**src/rtl/vga_timing_gen.sv**
```systemverilog
// Parametrised raster timing generator: pixel-rate divider, h/v position counters,
// sync/blank decode and a configurable-depth alignment delay line.
module vga_timing_gen #(
    parameter int   H_DISPLAY = 640,
    parameter int   H_FRONT   = 16,
    parameter int   H_SYNC    = 96,
    parameter int   H_BACK    = 48,
    parameter int   V_DISPLAY = 480,
    parameter int   V_FRONT   = 10,
    parameter int   V_SYNC    = 2,
    parameter int   V_BACK    = 33,
    parameter logic HSYNC_POL = 1'b0,
    parameter logic VSYNC_POL = 1'b0,
    parameter int   CLK_DIV   = 2,
    parameter int   DELAY     = 1,
    parameter int   CNT_W     = 10,
    parameter int   FRAME_W   = 8
) (
    input  logic               clk,
    input  logic               reset,
    input  logic               en,
    output logic               pixel_tick,
    output logic               line_start,
    output logic               frame_start,
    output logic [CNT_W-1:0]   x,
    output logic [CNT_W-1:0]   y,
    output logic               video_on,
    output logic               hsync,
    output logic               vsync,
    output logic [FRAME_W-1:0] frame_count
);

    localparam int H_TOTAL = H_DISPLAY + H_FRONT + H_SYNC + H_BACK;
    localparam int V_TOTAL = V_DISPLAY + V_FRONT + V_SYNC + V_BACK;
    localparam int B_W     = 2 * CNT_W + 3;

    localparam logic [CNT_W-1:0]   H_LAST    = CNT_W'(H_TOTAL - 1);
    localparam logic [CNT_W-1:0]   V_LAST    = CNT_W'(V_TOTAL - 1);
    localparam logic [CNT_W-1:0]   H_ACT     = CNT_W'(H_DISPLAY);
    localparam logic [CNT_W-1:0]   V_ACT     = CNT_W'(V_DISPLAY);
    localparam logic [CNT_W-1:0]   HS_FIRST  = CNT_W'(H_DISPLAY + H_FRONT);
    localparam logic [CNT_W-1:0]   HS_LAST   = CNT_W'(H_DISPLAY + H_FRONT + H_SYNC - 1);
    localparam logic [CNT_W-1:0]   VS_FIRST  = CNT_W'(V_DISPLAY + V_FRONT);
    localparam logic [CNT_W-1:0]   VS_LAST   = CNT_W'(V_DISPLAY + V_FRONT + V_SYNC - 1);
    localparam logic [CNT_W-1:0]   CNT_ONE   = CNT_W'(1);
    localparam logic [FRAME_W-1:0] FRAME_ONE = FRAME_W'(1);
    localparam logic [3:0]         DIV_LAST  = 4'(CLK_DIV - 1);

    // Delay stages power up blanked with both syncs inactive, not as the decode of h=v=0.
    localparam logic [B_W-1:0] RST_BUNDLE = {{(2 * CNT_W){1'b0}}, 1'b0, ~HSYNC_POL, ~VSYNC_POL};

    logic [3:0]         div_cnt_r;
    logic [CNT_W-1:0]   h_r;
    logic [CNT_W-1:0]   v_r;
    logic [FRAME_W-1:0] frame_cnt_r;
    logic               tick_s;
    logic               h_wrap_s;
    logic               v_wrap_s;
    logic               video_on_s;
    logic               hsync_s;
    logic               vsync_s;
    logic [B_W-1:0]     bundle_s;
    logic [B_W-1:0]     out_bundle_s;

    // Strobe generation; strobes are held low while reset is asserted.
    always_comb begin
        tick_s   = 1'b0;
        h_wrap_s = 1'b0;
        v_wrap_s = 1'b0;
        tick_s   = en && !reset && (div_cnt_r == DIV_LAST);
        h_wrap_s = tick_s && (h_r == H_LAST);
        v_wrap_s = h_wrap_s && (v_r == V_LAST);
    end

    // Pixel-rate divider, frozen while en is low.
    always_ff @(posedge clk or posedge reset) begin
        if (reset) begin
            div_cnt_r <= 4'd0;
        end else if (en) begin
            if (div_cnt_r == DIV_LAST) begin
                div_cnt_r <= 4'd0;
            end else begin
                div_cnt_r <= div_cnt_r + 4'd1;
            end
        end
    end

    // Horizontal/vertical position and completed-frame counters.
    always_ff @(posedge clk or posedge reset) begin
        if (reset) begin
            h_r         <= '0;
            v_r         <= '0;
            frame_cnt_r <= '0;
        end else if (tick_s) begin
            if (h_wrap_s) begin
                h_r <= '0;
                if (v_wrap_s) begin
                    v_r         <= '0;
                    frame_cnt_r <= frame_cnt_r + FRAME_ONE;
                end else begin
                    v_r <= v_r + CNT_ONE;
                end
            end else begin
                h_r <= h_r + CNT_ONE;
            end
        end
    end

    // Raster decode of the current position.
    always_comb begin
        video_on_s = 1'b0;
        hsync_s    = ~HSYNC_POL;
        vsync_s    = ~VSYNC_POL;
        video_on_s = (h_r < H_ACT) && (v_r < V_ACT);
        if ((h_r >= HS_FIRST) && (h_r <= HS_LAST)) begin
            hsync_s = HSYNC_POL;
        end else begin
            hsync_s = ~HSYNC_POL;
        end
        if ((v_r >= VS_FIRST) && (v_r <= VS_LAST)) begin
            vsync_s = VSYNC_POL;
        end else begin
            vsync_s = ~VSYNC_POL;
        end
    end

    assign bundle_s = {h_r, v_r, video_on_s, hsync_s, vsync_s};

    if (DELAY == 0) begin : g_direct
        assign out_bundle_s = bundle_s;
    end else begin : g_delay
        logic [B_W-1:0] pipe_r [DELAY];

        // Alignment shift register; runs every clk so frozen positions propagate through.
        always_ff @(posedge clk or posedge reset) begin
            if (reset) begin
                for (int i = 0; i < DELAY; i++) begin
                    pipe_r[i] <= RST_BUNDLE;
                end
            end else begin
                pipe_r[0] <= bundle_s;
                for (int i = 1; i < DELAY; i++) begin
                    pipe_r[i] <= pipe_r[i-1];
                end
            end
        end

        assign out_bundle_s = pipe_r[DELAY-1];
    end

    assign {x, y, video_on, hsync, vsync} = out_bundle_s;
    assign pixel_tick  = tick_s;
    assign line_start  = h_wrap_s;
    assign frame_start = v_wrap_s;
    assign frame_count = frame_cnt_r;

endmodule

```
**config.mk**
```make
export PLATFORM = sky130hd
export DESIGN_NAME = vga_timing_gen
export DESIGN_NICKNAME = d
export VERILOG_FILES = /design/src/rtl/vga_timing_gen.sv
export SDC_FILE = /design/constraint.sdc
export NUM_CORES = 1
export LEC_CHECK = 0
export ABC_AREA = 1
export CORE_ASPECT_RATIO = 1.4
export CORE_MARGIN = 1
export CORE_UTILIZATION = 47
export CTS_BUF_LIST = sky130_fd_sc_hd__clkbuf_2 sky130_fd_sc_hd__clkbuf_4 sky130_fd_sc_hd__clkbuf_8
export DETAILED_ROUTE_END_ITERATION = 10
export HOLD_SLACK_MARGIN = 0.02
export PLACE_DENSITY_LB_ADDON = 0.3
export SYNTH_ARGS = -nofsm -noshare
export SYNTH_HDL_FRONTEND = slang
export SYNTH_SLANG_ARGS = --single-unit
```
**constraint.sdc**
```tcl
create_clock -name clk -period 6.6 [get_ports clk]
set_input_delay 1.32 -clock clk [delete_from_list [all_inputs] [get_ports clk]]
set_output_delay 1.32 -clock clk [all_outputs]
set_load 0.05 [all_outputs]
```
==> results.sh <==
export IMPL_ant_nets=0
export IMPL_relSlewSlack_pct=55.7
export IMPL_die_height_um=88.9
export IMPL_place_congestion=0.797
export IMPL_worst_pin_slew_ps=665
export IMPL_cp_arrival_ps=3670
export IMPL_tns_ps=0
export IMPL_stdcell_area_sq_mm=0.00306
export IMPL_gr_usage_met2_pct=31.6
export IMPL_grt_pass1_wl_um=8160
export IMPL_cts_max_level=2
export IMPL_rr_worst_depth=8
export IMPL_fin_crit_ps=4990
export IMPL_holdPathStages=0
export IMPL_crit_fanout=15
export IMPL_grt_pass1_vias=1874
export IMPL_drc=0
export IMPL_numClockSinks=55
export IMPL_grt_max_degree=56
export IMPL_crit_slowest_cell="clkdlybuf4s50_1"
export IMPL_startpoint_type="input port"
export IMPL_cts_hold_buf=0
export IMPL_hp_class="flop to flop"
export IMPL_wirelength_um=4630
export IMPL_hold_viol=0
export IMPL_dieArea_sq_mm=0.00570
export IMPL_drt_vias_per_instance=5.04
export IMPL_cts_tree="built"
export IMPL_grt_met1_usage_pct=22.6
export IMPL_maxCapViolCount=0
export IMPL_worst_hold_slack_ps=447
export IMPL_p_leak_nw=1.46
export IMPL_yosysSeqAreaShare_pct=54.4
export IMPL_synth_nets=293
export IMPL_worstSetupEndpointType="output port"
export IMPL_status="completed"
export IMPL_ys_seq_elements=55
export IMPL_clk_latency_ps=300
export IMPL_post_cts_resized=0
export IMPL_num_antenna_cells=0
export IMPL_fin_skew_ps=5.43
export IMPL_busiest_layer="met2"
export IMPL_fill_cells=488
export IMPL_powerDensity_mw_per_mm2=275
export IMPL_dpl_instance_area_sq_mm=0.00295
export IMPL_rows=31
export IMPL_register_area_sq_mm=0.00138
export IMPL_mostFrequentLayoutCell="nand2_1"
export IMPL_start_util_pct=48.8
export IMPL_ys_warn_count=0
export IMPL_fmax_ghz=0.200
export IMPL_ios=37
export IMPL_synth_cell_types=28
export IMPL_drive_gt1_share_pct=7.36
export IMPL_nNetsFinal=333
export IMPL_cts_buffers=5
export IMPL_met3_usage_pct=4.72
export IMPL_avgSynthCellArea_sq_um=8.89
export IMPL_ir_worst_vdd_uv=209
export IMPL_postCtsSetupRepairBufs=0
export IMPL_syn_inst=285
export IMPL_worstReg2RegEnd="v_r[9]"
export IMPL_maxSlewViolCount=0
export IMPL_antenna_found_initial=0
export IMPL_holdPathEnd="g_delay.pipe_r[6]"
export IMPL_routed_via_count=1976
export IMPL_grt_use_total_pct=18.6
export IMPL_io_buffers=36
export IMPL_rsz0062_at_grt="false"
export IMPL_core_sq_mm=0.00520
export IMPL_drt_iter0_drc=66
export IMPL_grt_remaining_overflow=0
export IMPL_clkSlewWorstSetupHoldPaths_ps=90
export IMPL_cts_root_buffer="clkbuf_8"
export IMPL_synthesis_area_sq_mm=0.00253
export IMPL_cts_buffer_depth=2
export IMPL_post_route_period_util_pct=75.7
export IMPL_slowest_delay_ps=810
export IMPL_crit_required_ps=5280
export IMPL_min_from="v_r[3]"
export IMPL_multi_input_area_sq_um=988
export IMPL_r2r_start="h_r[0]"
export IMPL_setup_violations=0
export IMPL_routedWlPerCell_um=11.8
export IMPL_path_class="input port to output port"
export IMPL_dpl_hpwl_um=3290
export IMPL_dr_pass1_iters=4
export IMPL_fp_dieW_um=64.1
export IMPL_area_growth_pct=20.6
export IMPL_final_cell_mix="77 x nand2_1, 53 x dfrtp_1, 36 x clkdlybuf4s50_1, 34 x inv_1"
export IMPL_r2r_slack_ps=4750
export IMPL_cp_common_cell="clkdlybuf4s50_1"
export IMPL_path_cells="clkdlybuf4s50_1, nand2_1, inv_1, nand3_1, nor2_2, nand3b_1, nor2_1, clkdlybuf4s50_1"
==> through the flow <==
stage	utilization (%)	cells	setup WS (ps)	power, mW
2_1_floorplan	-	285	1580	0.578
3_3_place_gp	56.8	384	1660	0.645
3_5_place_dp	56.8	384	1620	0.652
4_1_cts	58.8	392	1630	0.853
5_1_grt	58.8	392	1410	0.889
6_report	58.8	392	1610	0.842
==> synthesized netlist by cell type <==
cell type,n,area share [%]
nand2_1,77,11
dfrtp_1,53,52
inv_1,35,5.2
nand3_1,25,4.9
nor2_1,25,3.7
nand4_1,12,3.0
o21ai_1,7,1.4
o21ai_0,6,1.2
xor2_1,6,2.1
ha_1,5,2.5
nand3b_1,4,1.2
xnor2_1,4,1.4
a21oi_1,3,0.59
buf_2,2,0.39
buf_6,2,0.89
dfstp_2,2,2.1
nand2_2,2,0.49
nor2_4,2,0.89
nor4_1,2,0.49
o211ai_1,2,0.59
or2_2,2,0.49
inv_2,1,0.15
nand2_4,1,0.44
nand3_4,1,0.69
nor2_2,1,0.25
nor2_8,1,0.79
nor3_1,1,0.20
nor3_2,1,0.39
==> logic make-up after synthesis <==
family / count (synthesis) / synth area share (%)
flip-flops: 55 / 54.4
AO/OA/AOI/OAI: 18 / 3.75
XOR/XNOR: 10 / 3.45
AND/OR/NAND/NOR: 157 / 29.3
buffers and inverters: 40 / 6.61
adder cells (fa/ha/maj): 5 / 2.47
==> worst max path at each step <==
stage,start,end,slack (ps),cells after the start
floorplan,reset,frame_start,1580,5
global placement,en,frame_start,1660,8
detailed placement,en,frame_start,1620,8
CTS,en,frame_start,1630,8
global route,en,frame_start,1410,8
finish,en,frame_start,1610,8
==> routing by layer <==
layer  wire length, um  vias to the layer above
met5                 0                        -
met4                90                        0
met3               155                       10
met2              2280                       42
met1              2110                      940
li1                  -                      984
==> critical path, delay by kind of cell <==
family / cells / cell delay [ps]
simple gates: 5 / 960
buf+inv: 3 / 1380
==> sequential cells by signal (all words and copies together), names as in the netlist <==
register and cells:
div_cnt_r 4, h_r 10, frame_count 8, g_delay.pipe_r 23
v_r 10
==> area by class of cell <==
| type | instances | area share, % |
|---|---|---|
| inverter | 36 | 4.42 |
| clock buffer | 7 | 3.15 |
| timing repair buffer | 37 | 12.0 |
| multi-input combinational | 190 | 32.3 |
| clock inverter | 1 | 0.246 |
| tap | 66 | 2.70 |
| sequential | 55 | 45.1 |
==> report_power, final <==
part	switching, mW	internal, mW
clock	0.103	0.0955
combinational	0.145	0.0667
sequential	0.0431	0.388
Note: power is estimated with default switching activity, not from simulation.
